===== src/rtl/rr_grant_mux.sv =====
// Locks the arbiter's one-hot grant to a packet and forwards the owner's beats through one output register.
// Latency: grant to LOCK in 1 cycle; each accepted beat is visible on dst 1 cycle after the accepting edge.
// Backpressure: src_ready only while the output register is empty or draining; the beat is held while dst_ready is low.
module rr_grant_mux #(
    parameter int NumReq = 3,
    parameter int DataW  = 8
) (
    input  logic                    clk,
    input  logic                    rstN,
    input  logic [NumReq-1:0]       grant_in,
    input  logic [NumReq-1:0]       src_valid,
    input  logic [NumReq*DataW-1:0] src_data,
    input  logic [NumReq-1:0]       src_last,
    output logic [NumReq-1:0]       src_ready,
    output logic                    dst_valid,
    output logic [DataW-1:0]        dst_data,
    output logic                    dst_last,
    input  logic                    dst_ready,
    output logic                    lock_out,
    output logic [NumReq-1:0]       owner_out,
    output logic                    grant_err
);

    typedef enum logic {
        ST_IDLE = 1'b0,
        ST_LOCK = 1'b1
    } state_t;

    localparam logic [NumReq-1:0] OneLsb = {{(NumReq-1){1'b0}}, 1'b1};

    state_t             r_state;
    logic [NumReq-1:0]  r_owner;
    logic               r_dst_valid;
    logic [DataW-1:0]   r_dst_data;
    logic               r_dst_last;
    logic               r_grant_err;

    logic               w_grant_nz;
    logic               w_onehot;
    logic               w_lock_ok;
    logic               w_out_free;
    logic [NumReq-1:0]  w_src_ready;
    logic               w_accept;
    logic [DataW-1:0]   w_sel_data;
    logic               w_sel_last;

    assign w_grant_nz = (grant_in != '0);
    assign w_onehot   = w_grant_nz && ((grant_in & (grant_in - OneLsb)) == '0);
    assign w_lock_ok  = w_onehot && ((grant_in & src_valid) != '0);

    // Ready never looks at src_valid, so sources may wait on it without a combinational loop.
    assign w_out_free  = !r_dst_valid || dst_ready;
    assign w_src_ready = (r_state == ST_LOCK && w_out_free) ? r_owner : '0;
    assign w_accept    = ((src_valid & w_src_ready) != '0);
    assign w_sel_last  = ((src_last & r_owner) != '0);

    always_comb begin
        w_sel_data = '0;
        for (int k = 0; k < NumReq; k++) begin
            if (r_owner[k]) begin
                w_sel_data = w_sel_data | src_data[k*DataW +: DataW];
            end
        end
    end

    always_ff @(posedge clk or negedge rstN) begin
        if (!rstN) begin
            r_state     <= ST_IDLE;
            r_owner     <= '0;
            r_dst_valid <= 1'b0;
            r_dst_data  <= '0;
            r_dst_last  <= 1'b0;
            r_grant_err <= 1'b0;
        end else begin
            r_grant_err <= (r_state == ST_IDLE) && w_grant_nz && !w_onehot;

            case (r_state)
                ST_IDLE: begin
                    if (w_lock_ok) begin
                        r_owner <= grant_in;
                        r_state <= ST_LOCK;
                    end
                end
                ST_LOCK: begin
                    // Release on the last beat; the beat itself still drains from the output register.
                    if (w_accept && w_sel_last) begin
                        r_owner <= '0;
                        r_state <= ST_IDLE;
                    end
                end
                default: begin
                    r_owner <= '0;
                    r_state <= ST_IDLE;
                end
            endcase

            if (w_accept) begin
                r_dst_valid <= 1'b1;
                r_dst_data  <= w_sel_data;
                r_dst_last  <= w_sel_last;
            end else if (dst_ready) begin
                r_dst_valid <= 1'b0;
            end
        end
    end

    assign src_ready = w_src_ready;
    assign dst_valid = r_dst_valid;
    assign dst_data  = r_dst_data;
    assign dst_last  = r_dst_last;
    assign lock_out  = (r_state == ST_LOCK);
    assign owner_out = r_owner;
    assign grant_err = r_grant_err;

endmodule


===== config.mk =====
export PLATFORM = sky130hd
export DESIGN_NAME = rr_grant_mux
export DESIGN_NICKNAME = d
export VERILOG_FILES = /design/src/rtl/rr_grant_mux.sv
export SDC_FILE = /design/constraint.sdc
export NUM_CORES = 1
export LEC_CHECK = 0
export ABC_AREA = 1
export CAP_MARGIN = 20
export CORE_MARGIN = 2
export CORE_UTILIZATION = 32
export CTS_CLUSTER_DIAMETER = 120
export DETAILED_ROUTE_END_ITERATION = 7
export GPL_TIMING_DRIVEN = 0
export PLACE_DENSITY = 0.8
export SLEW_MARGIN = 20
export SYNTH_ARGS = -nofsm -noshare
export SYNTH_HDL_FRONTEND = slang
export SYNTH_SLANG_ARGS = --single-unit

===== constraint.sdc =====
create_clock -name clk -period 1.2 [get_ports clk]
set_clock_uncertainty 0.2 [all_clocks]
set_input_delay 0.24 -clock clk [delete_from_list [all_inputs] [get_ports clk]]
set_output_delay 0.24 -clock clk [all_outputs]
set_load 0.005 [all_outputs]

# Word level (Yosys, flattened, before mapping)
# Cells that the tools add are included.
# classes
addsub	1
bitwise	7
n_div	0
shift	0
n_eq_ne	2
n_reduce_logical	16
mul	0
mux	12
magnitude_cmp	0
# ops
cell	n
$mux W8	3
$or A8 B8 Y8	2
$and A3 B3 Y3	4
$reduce_bool A3 Y1	4
$mux W3	3
$logic_and A1 B1 Y1	6
$pmux W3 S2	1
$mux W1	4
$logic_not A3 Y1	1
$sub A3 B1 Y3 const B	1
$logic_not A1 Y1	2
$ne A2 B1 Y1 const B	1
$ne A2 B2 Y1 const B	1
$pmux W1 S2	1
$reduce_and A2 Y1	1
$reduce_bool A2 Y1	1
$logic_or A1 B1 Y1	1
$not A1 Y1	1
# totals
out_inout_bits	18
latch_bits	0
inputBits	36
rom_bits	0
ff_bits	15
memories	0
ramBits	0

# Longest topological paths before layout
# logic_depth
word_depth	9
mapped_depth	7

# Worst setup path before layout
# Ideal clock, no wire load.
# synth_timing
kind	register to register
from	register r_dst_valid, in the netlist dst_valid
to	register r_dst_last, in the netlist dst_last
required_ns	0.883
n_path_buf	0
arrival_ns	0.984
synth_period_minus_slack_ns	1.301
stages_incl_launch_ff	7
path_slack_ns	-0.101
path_cell_list	dfrtp_1 nand2_1 nand4_1 nand3_4 inv_2 nand2_1 nand2_1
# synth_via
elab_chain_cells	6
# synth_lines
element	line	rtl
start: declaration	33	logic r_dst_valid;
start signal: assignment	70	r_dst_valid <= 1'b0;
start signal: assignment	98	r_dst_valid <= 1'b1;
start signal: assignment	102	r_dst_valid <= 1'b0;
$logic_not A1 Y1	52	assign w_out_free = !r_dst_valid || dst_ready;
$logic_or A1 B1 Y1	52	
$logic_and A1 B1 Y1	53	assign w_src_ready = (r_state == ST_LOCK && w_out_free) ? r_owner : '0;
$mux W3	53	
$and A3 B3 Y3	54	assign w_accept = ((src_valid & w_src_ready) != '0);
$reduce_bool A3 Y1	54	
end signal: assignment	100	r_dst_last <= w_sel_last;
end: declaration	35	logic r_dst_last;
# No other way between the ends.
# A chain may end at the register's enable or synchronous reset.

# Worst setup path after layout
# layout_timing
from	register r_dst_valid, in the netlist dst_valid
to	register r_owner[0], in the netlist owner_out[0]
# layout_via
elab_chain_cells	9
# layout_lines
element	line	rtl
$logic_not A1 Y1	52	
$logic_or A1 B1 Y1	52	
$logic_and A1 B1 Y1	53	
$mux W3	53	
$and A3 B3 Y3	54	
$reduce_bool A3 Y1	54	
$logic_and A1 B1 Y1	86	if (w_accept && w_sel_last) begin
$ne A2 B1 Y1 (no source line)	--	
$reduce_and A2 Y1 (no source line)	--	
end signal: assignment	80	r_owner <= grant_in;
end: declaration	32	logic [NumReq-1:0] r_owner;
# No other way between the ends.

==> reports/results.env <==
FINAL.SETUP.WORST_SLACK_NS=-0.2757
HOLD_PATH_CLASS='input port to asynchronous set/reset pin'
GRT_SETUP_UNREPAIRED='true'
SYNTH-SEQ-AREA-SHARE=0.4405
SYNTH-SEQ-CELLS=15
AREA_GROWTH_FROM_SYNTHESIS_TO_FINAL_LAYOUT_PCT=83.55
HTREE_LEVELS=1
IOPINCOUNT=54
DPL_CELL_AREA_MM2=0.001426
CTSROOTBUFFERMASTER='sky130_fd_sc_hd__clkbuf_4'
OVERALL_DIE_HEIGHT_UM=55.60
DIE_AREA_MM2=0.003091
CTS_MAX_PATH_BUFFERS=2
CLOCK-SINKS=15
DRT_FIRST_ITER_VIOLATIONS=21
BUFFER_PORTS.INSERTED=53
GLOBAL_ROUTE.USAGE.TOTAL=0.1949
MET2_USAGE=0.3486
DRTPASS1ITERATIONS=4
POWER.IR.VDD_WORST_V=0.001200
WORST-SLEW-PIN-TRANSITION_NS=0.6755
ROUTED_WIRELENGTH_MM=2.872
WORSTPATHARRIVAL_NS=1.46
POWER_PER_CELL_AREA_mW_PER_MM2=2001
DIE_WIDTH_UM=55.60
GRT-BUSIEST-LAYER='met2'
ANT_DIODES=0
POSTSYNTHAREAPERCELL_UM2=6.927
MAPPEDNETLISTAREA_UM2=852.1
DP_WORST_SETUP_SLACK_NS=-0.7929
FLOORPLAN.INITIALDENSITY=0.3408
TIMING.FINAL.CRIT_PERIOD_NS=1.476
GR-TOTAL-OVERFLOW=0
GRT_MAX_DEGREE=16
CTS_INSERTED_BUFFERS=3
STD_CELL_ROWS=18
ACHIEVABLE_FREQUENCY_GHz=0.6777
GRTUSAGEMET1=0.2320
WL_PER_CELL_UM=12.49
PERIOD_SHARE=1.230
FIRST_PASS_GRT_WIRE_LENGTH_MM=4.816
FAILING_CHECKS='negative setup slack'
SLEW_VIOLATIONS=0
SYNTH.NET_COUNT=159
FINAL_LAYOUT_SIZE_SUFFIX_GT1_FRAC=0.2950
WORST_SKEW_PAIR.LATE_LATENCY_NS=0.29
FINISH.NET_COUNT=237
RUN_STATUS='complete, but fails checks'
DRT-VIAS-PER-INSTANCE=4.943
MAX_CAP_VIOLATIONS=0
PLACE_CONGESTION=0.8122
DR_TOTAL_VIAS=1137
SYN-INSTANCE-COUNT=123
INITIAL_ANTENNA_VIOLATION_COUNT=0
WORSTSETUPSTARTPOINTTYPE='flop'
FP.COREAREA_MM2=0.002500
CP_DATA_REQUIRED_TIME_NS=1.19
CRIT_PATH_END_KIND='flop'
ANT_NETS=0
GRT_PASS1_VIAS=1067
SYNTH_CELL_TYPE_COUNT=13
GRTUSAGEMET3=0.04651
LEAKAGEPOWER_nW=0.8428
REPORT.FINAL.HOLD_VIOL_COUNT=0
DRC_VIOLS=0
CTS_TREE='built'
FINAL.FILL_COUNT=227
CLKSLEWWORSTSETUPHOLDPATHS_NS=0.09
YOSYSWARNINGCOUNT=0
PLACE.DETAILED.HPWL_MM=2.027
WORSTPATHMAXFANOUT=5
FINALSETUPVIOLCOUNT=32
WORST-SETUP-PATH-TYPE='flop to flop'
TOTALPOWERFINAL_mW=3.129
POST-ROUTE-CELL-AREA_MM2=0.001564
WORST_REL_SLEW_SLACK=0.5483
[where the power goes]
part	internal (mW)	switching, mW
Combinational	1.04	0.958
Clock	0.129	0.168
Sequential	0.704	0.129
[per-stage QoR]
stage               hold slack, ns  instances  setup TNS (ns)    util
floorplan                  -0.2556        123         -0.8837       -
global placement            0.2572        206          -12.62  0.5706
detailed placement          0.2583        206          -14.33  0.5706
CTS                         0.1721        223          -5.535  0.6041
global route                0.1994        230          -7.176  0.6256
finish                      0.1559        230          -5.450  0.6256
[flip-flops by register name (all words and copies together), names as in the netlist]
register / count
dst_data: 8
grant_err: 1
lock_out: 1
owner_out: 3
dst_last: 1
dst_valid: 1
[layer usage]
metal | routed length, um | share of wire | vias up
li1 | - | - | 544
met1 | 1161 | 0.40 | 526
met2 | 1420 | 0.49 | 56
met3 | 245 | 0.085 | 11
met4 | 45 | 0.016 | 0
met5 | 0 | 0 | -
[cells in the mapped netlist]
library cell / instances / share of area
sky130_fd_sc_hd__nand4_1: 6 / 0.044
sky130_fd_sc_hd__inv_2: 1 / 0.0044
sky130_fd_sc_hd__nand2_1: 67 / 0.30
sky130_fd_sc_hd__nand2_4: 1 / 0.013
sky130_fd_sc_hd__buf_2: 3 / 0.018
sky130_fd_sc_hd__nand3_1: 13 / 0.076
sky130_fd_sc_hd__inv_1: 7 / 0.031
sky130_fd_sc_hd__dfrtp_1: 15 / 0.44
sky130_fd_sc_hd__nand3_4: 1 / 0.021
sky130_fd_sc_hd__nor2_1: 6 / 0.026
sky130_fd_sc_hd__o211ai_1: 1 / 0.0088
sky130_fd_sc_hd__or2_4: 1 / 0.010
sky130_fd_sc_hd__nand3_2: 1 / 0.012
[final timing paths]
path / startpoint / end / slack [ns] / cells past startpoint
max: dst_valid$_DFFE_PN0P_ / owner_out[0]$_DFFE_PN0P_ / -0.28 / 7
min: rstN / grant_err$_DFF_PN0_ / 0.16 / 1
max reg2reg: dst_valid$_DFFE_PN0P_ / owner_out[0]$_DFFE_PN0P_ / -0.28 / 7
min reg2reg: dst_data[3]$_DFFE_PN0P_ / dst_data[3]$_DFFE_PN0P_ / 0.29 / 2
max in group asynchronous: rstN / lock_out$_DFF_PN0_ / 0.17 / 1
min in group clk: grant_in[0] / owner_out[0]$_DFFE_PN0P_ / 0.23 / 3
[cell usage in the layout, fill, tap and decap left out]
cell and n:
sky130_fd_sc_hd__buf_12 1, sky130_fd_sc_hd__buf_2 17, sky130_fd_sc_hd__buf_4 18, sky130_fd_sc_hd__buf_6 5, sky130_fd_sc_hd__clkbuf_1 1, sky130_fd_sc_hd__clkbuf_4 3
sky130_fd_sc_hd__clkdlybuf4s50_1 33, sky130_fd_sc_hd__dfrtp_1 14, sky130_fd_sc_hd__dfrtp_2 1, sky130_fd_sc_hd__dlygate4sd2_1 2, sky130_fd_sc_hd__inv_1 4, sky130_fd_sc_hd__inv_2 3
sky130_fd_sc_hd__inv_4 1, sky130_fd_sc_hd__nand2_1 64, sky130_fd_sc_hd__nand2_2 3, sky130_fd_sc_hd__nand2_4 1, sky130_fd_sc_hd__nand3_1 13, sky130_fd_sc_hd__nand3_2 1
sky130_fd_sc_hd__nand3_4 1, sky130_fd_sc_hd__nand4_1 6, sky130_fd_sc_hd__nor2_1 3, sky130_fd_sc_hd__nor2_2 3, sky130_fd_sc_hd__o211ai_1 1, sky130_fd_sc_hd__or2_4 1
[repair_timing]
action | 4_1_cts | 5_1_grt
pin swaps | 5 | 6
resized for setup | 82 | 8
hold buffers | 0 | 0
gates cloned | 0 | 0
buffers inserted | 13 | 7
setup endpoints to repair | 33 | 32
[logic make-up (layout without fill, tap and decap cells)]
group | count (synthesis) | after routing | synth area share
flip-flops | 15 | 15 | 0.4405
AND/OR/NAND/NOR | 96 | 96 | 0.4978
buffers and inverters | 11 | 88 | 0.05286
AO/OA/AOI/OAI | 1 | 1 | 0.008814
[worst max-delay path, stage by stage (launching register included)]
cell,delay [ns]
sky130_fd_sc_hd__dfrtp_1,0.39
sky130_fd_sc_hd__nand2_2,0.09
sky130_fd_sc_hd__buf_4,0.13
sky130_fd_sc_hd__nand4_1,0.16
sky130_fd_sc_hd__nand3_4,0.19
sky130_fd_sc_hd__nand2_4,0.09
sky130_fd_sc_hd__nand3_1,0.08
sky130_fd_sc_hd__nand2_1,0.05
[cell type report]
cell class / count / area, um2 / area share
plain buffers: 3 / 33.78 / 0.02160
clock buffers: 4 / 26.28 / 0.01680
inverters: 8 / 32.53 / 0.02080
multi-input cells: 97 / 446.7 / 0.2856
flip-flops and latches: 15 / 376.6 / 0.2408
well taps: 30 / 37.54 / 0.02400
repair buffers: 73 / 610.6 / 0.3904
Note: power is estimated with default switching activity, not from simulation.
==> patch, RTL diff (config.mk and constraints unchanged) <==
Change the parameter `NumReq` from 3 to 2.
--- a/src/rtl/rr_grant_mux.sv
+++ b/src/rtl/rr_grant_mux.sv
@@ -2,7 +2,7 @@
 // Latency: grant to LOCK in 1 cycle; each accepted beat is visible on dst 1 cycle after the accepting edge.
 // Backpressure: src_ready only while the output register is empty or draining; the beat is held while dst_ready is low.
 module rr_grant_mux #(
-    parameter int NumReq = 3,
+    parameter int NumReq = 2,
     parameter int DataW  = 8
 ) (
     input  logic                    clk,
Interface: changed (6 resized); port bits go from 54 to 41. No check against the original RTL was run, so the function may have changed too.
==> patch against the original RTL <==
Synthesized area decreased by 20%. The run still ends with negative setup slack left. Via count decreased by 27%. Final cell count decreased by 23%. Routed wire length decreased by 14%. Worst setup slack got worse by 74 ps. Sequential cell count decreased by 1. Final area decreased by 12%. Largest cell class unchanged. Power decreased by 4.3%.
==> patch: results (changes against the original RTL) <==
All-Layer GR Usage: 0.199 (+0.00370)
Initial DRC Count: 18 (-14%)
Port-buffer cells: 40 (-25%)
Critical Path Start: owner_out[1]
Met1 usage: 0.232 (+0.000369)
Main area contributors after synthesis: dfrtp_1 (51%), nand2_1 (21%), a22o_1 (11%)
Nets: 178 (-25%)
Final worst slack: -350 ps (-74.2 ps)
GR Util met2: 0.368 (+0.0198)
Commonest cells post-synth: nand2_1 (39), dfrtp_1 (14), a22o_1 (9), inv_1 (6), nor2_1 (3)
# setup viols final: 29 (-9.4%)
Slew margin rel.: 0.575 (+0.0272)
Vias in the first global route: 797 (-25%)
Critical Path AT: 1530 ps (+70 ps)
Status: finished with violations
Syn nets: 108 (-32%)
R2r setup slk: -350 ps (-70 ps)
VDD IR max: 1.45 mV (+20%)
Via/cell ratio: 4.69 (-5.2%)
Filler cell count: 142 (-37%)
Placed cell count: 149 (-28%)
Post-detail-place hpwl: 1300 microns (-36%)
Synth Instances: 82 (-33%)
Routed len/inst: 13.8 microns (+11%)
Failing checks: negative setup slack
Static Leak: 0.000748 uW (-11%)
GR Layer Usage met3: 0.0179 (-0.0287)
Gp weighted congestion: 0.719 (-11%)
Max FO, Critical Path: 6 (+1)
Initial antenna violation count: 0 (unchanged)
Worst flop-to-flop path endpoint: dst_data[5]
Final hold slack: 119 ps (-37.2 ps)
Max incr delay on CP: 410 ps (+20 ps)
Largest net degree at the start of global routing: 15 (-1)
First-pass GRT wire length: 3800 microns (-21%)
Unique masters post-synth: 12 (-1)
Share of layout cells above drive strength 1: 0.444 (+0.149)
Setup Total Neg Slack: -5950 ps (-499 ps)
DR vias: 834 (-27%)
Path category of the worst min-delay check: in -> reg
## patch: cell types whose count changed after synthesis, sizes merged, moves of 3 or more
cell,change
a22o,+9
nor2,-3
nand2,-27
nand3,-13
nand4,-4
## patch: power breakdown
| group | switching, uW | internal (uW) |
|---|---|---|
| Sequential | 125 | 688 |
| Clock | 180 | 185 |
| Combinational | 803 | 1010 |
| Total | 1110 | 1890 |
## patch: kinds of logic after synthesis
family	Yosys count	share of synthesized area
buffers and inverters	9	0.0529
adder cells (fa/ha/maj)	1	0.0182
flip-flops	14	0.511
AO/OA/AOI/OAI	9	0.115
AND/OR/NAND/NOR	49	0.303
## patch: final cells by class
cell class | count | area [sq um] | area share
Timing Repair Buffer | 63 | 534 | 0.390
Multi-Input combinational cell | 60 | 355 | 0.259
Sequential cell | 14 | 352 | 0.256
Clock buffer | 4 | 36.3 | 0.0265
Tap cell | 27 | 33.8 | 0.0246
Inverter | 7 | 31.3 | 0.0228
Buffer | 2 | 22.5 | 0.0164
Timing Repair inverter | 1 | 6.26 | 0.00456
## patch: worst max-delay path by stage
stage                        end  slack [ps]
floorplan           owner_out[0]         -40
global placement    src_ready[1]        -720
detailed placement  src_ready[0]        -750
CTS                 src_ready[0]        -280
global route         dst_data[5]        -420
finish               dst_data[5]        -350
## patch: worst max-delay path, delay by kind of cell, from the launching register on
family / cells / cell delay, ps
simple gates: 4 / 510
flops: 1 / 410
buf+inv: 3 / 320
## patch: metal layers
metal | part of all wire | vias up
met5 | 0 | -
met4 | 0.017 | 0
met3 | 0.034 | 6
met2 | 0.55 | 28
met1 | 0.40 | 396
li1 | - | 404
## patch: stage by stage
step / instance area [sq um] / setup slack (ps)
after floorplan: 691 / -43.5
after global placement: 1120 / -720
after detailed placement: 1120 / -746
after CTS: 1290 / -279
after global routing: 1370 / -421
final: 1370 / -350
## patch: timing repair
item / in CTS / in global routing
hold buffers: 0 / 0
gates cloned: 2 / 0
pin swaps: 6 / 6
setup endpoints to repair: 30 / 30
resized for setup: 82 / 16
buffers inserted: 17 / 7
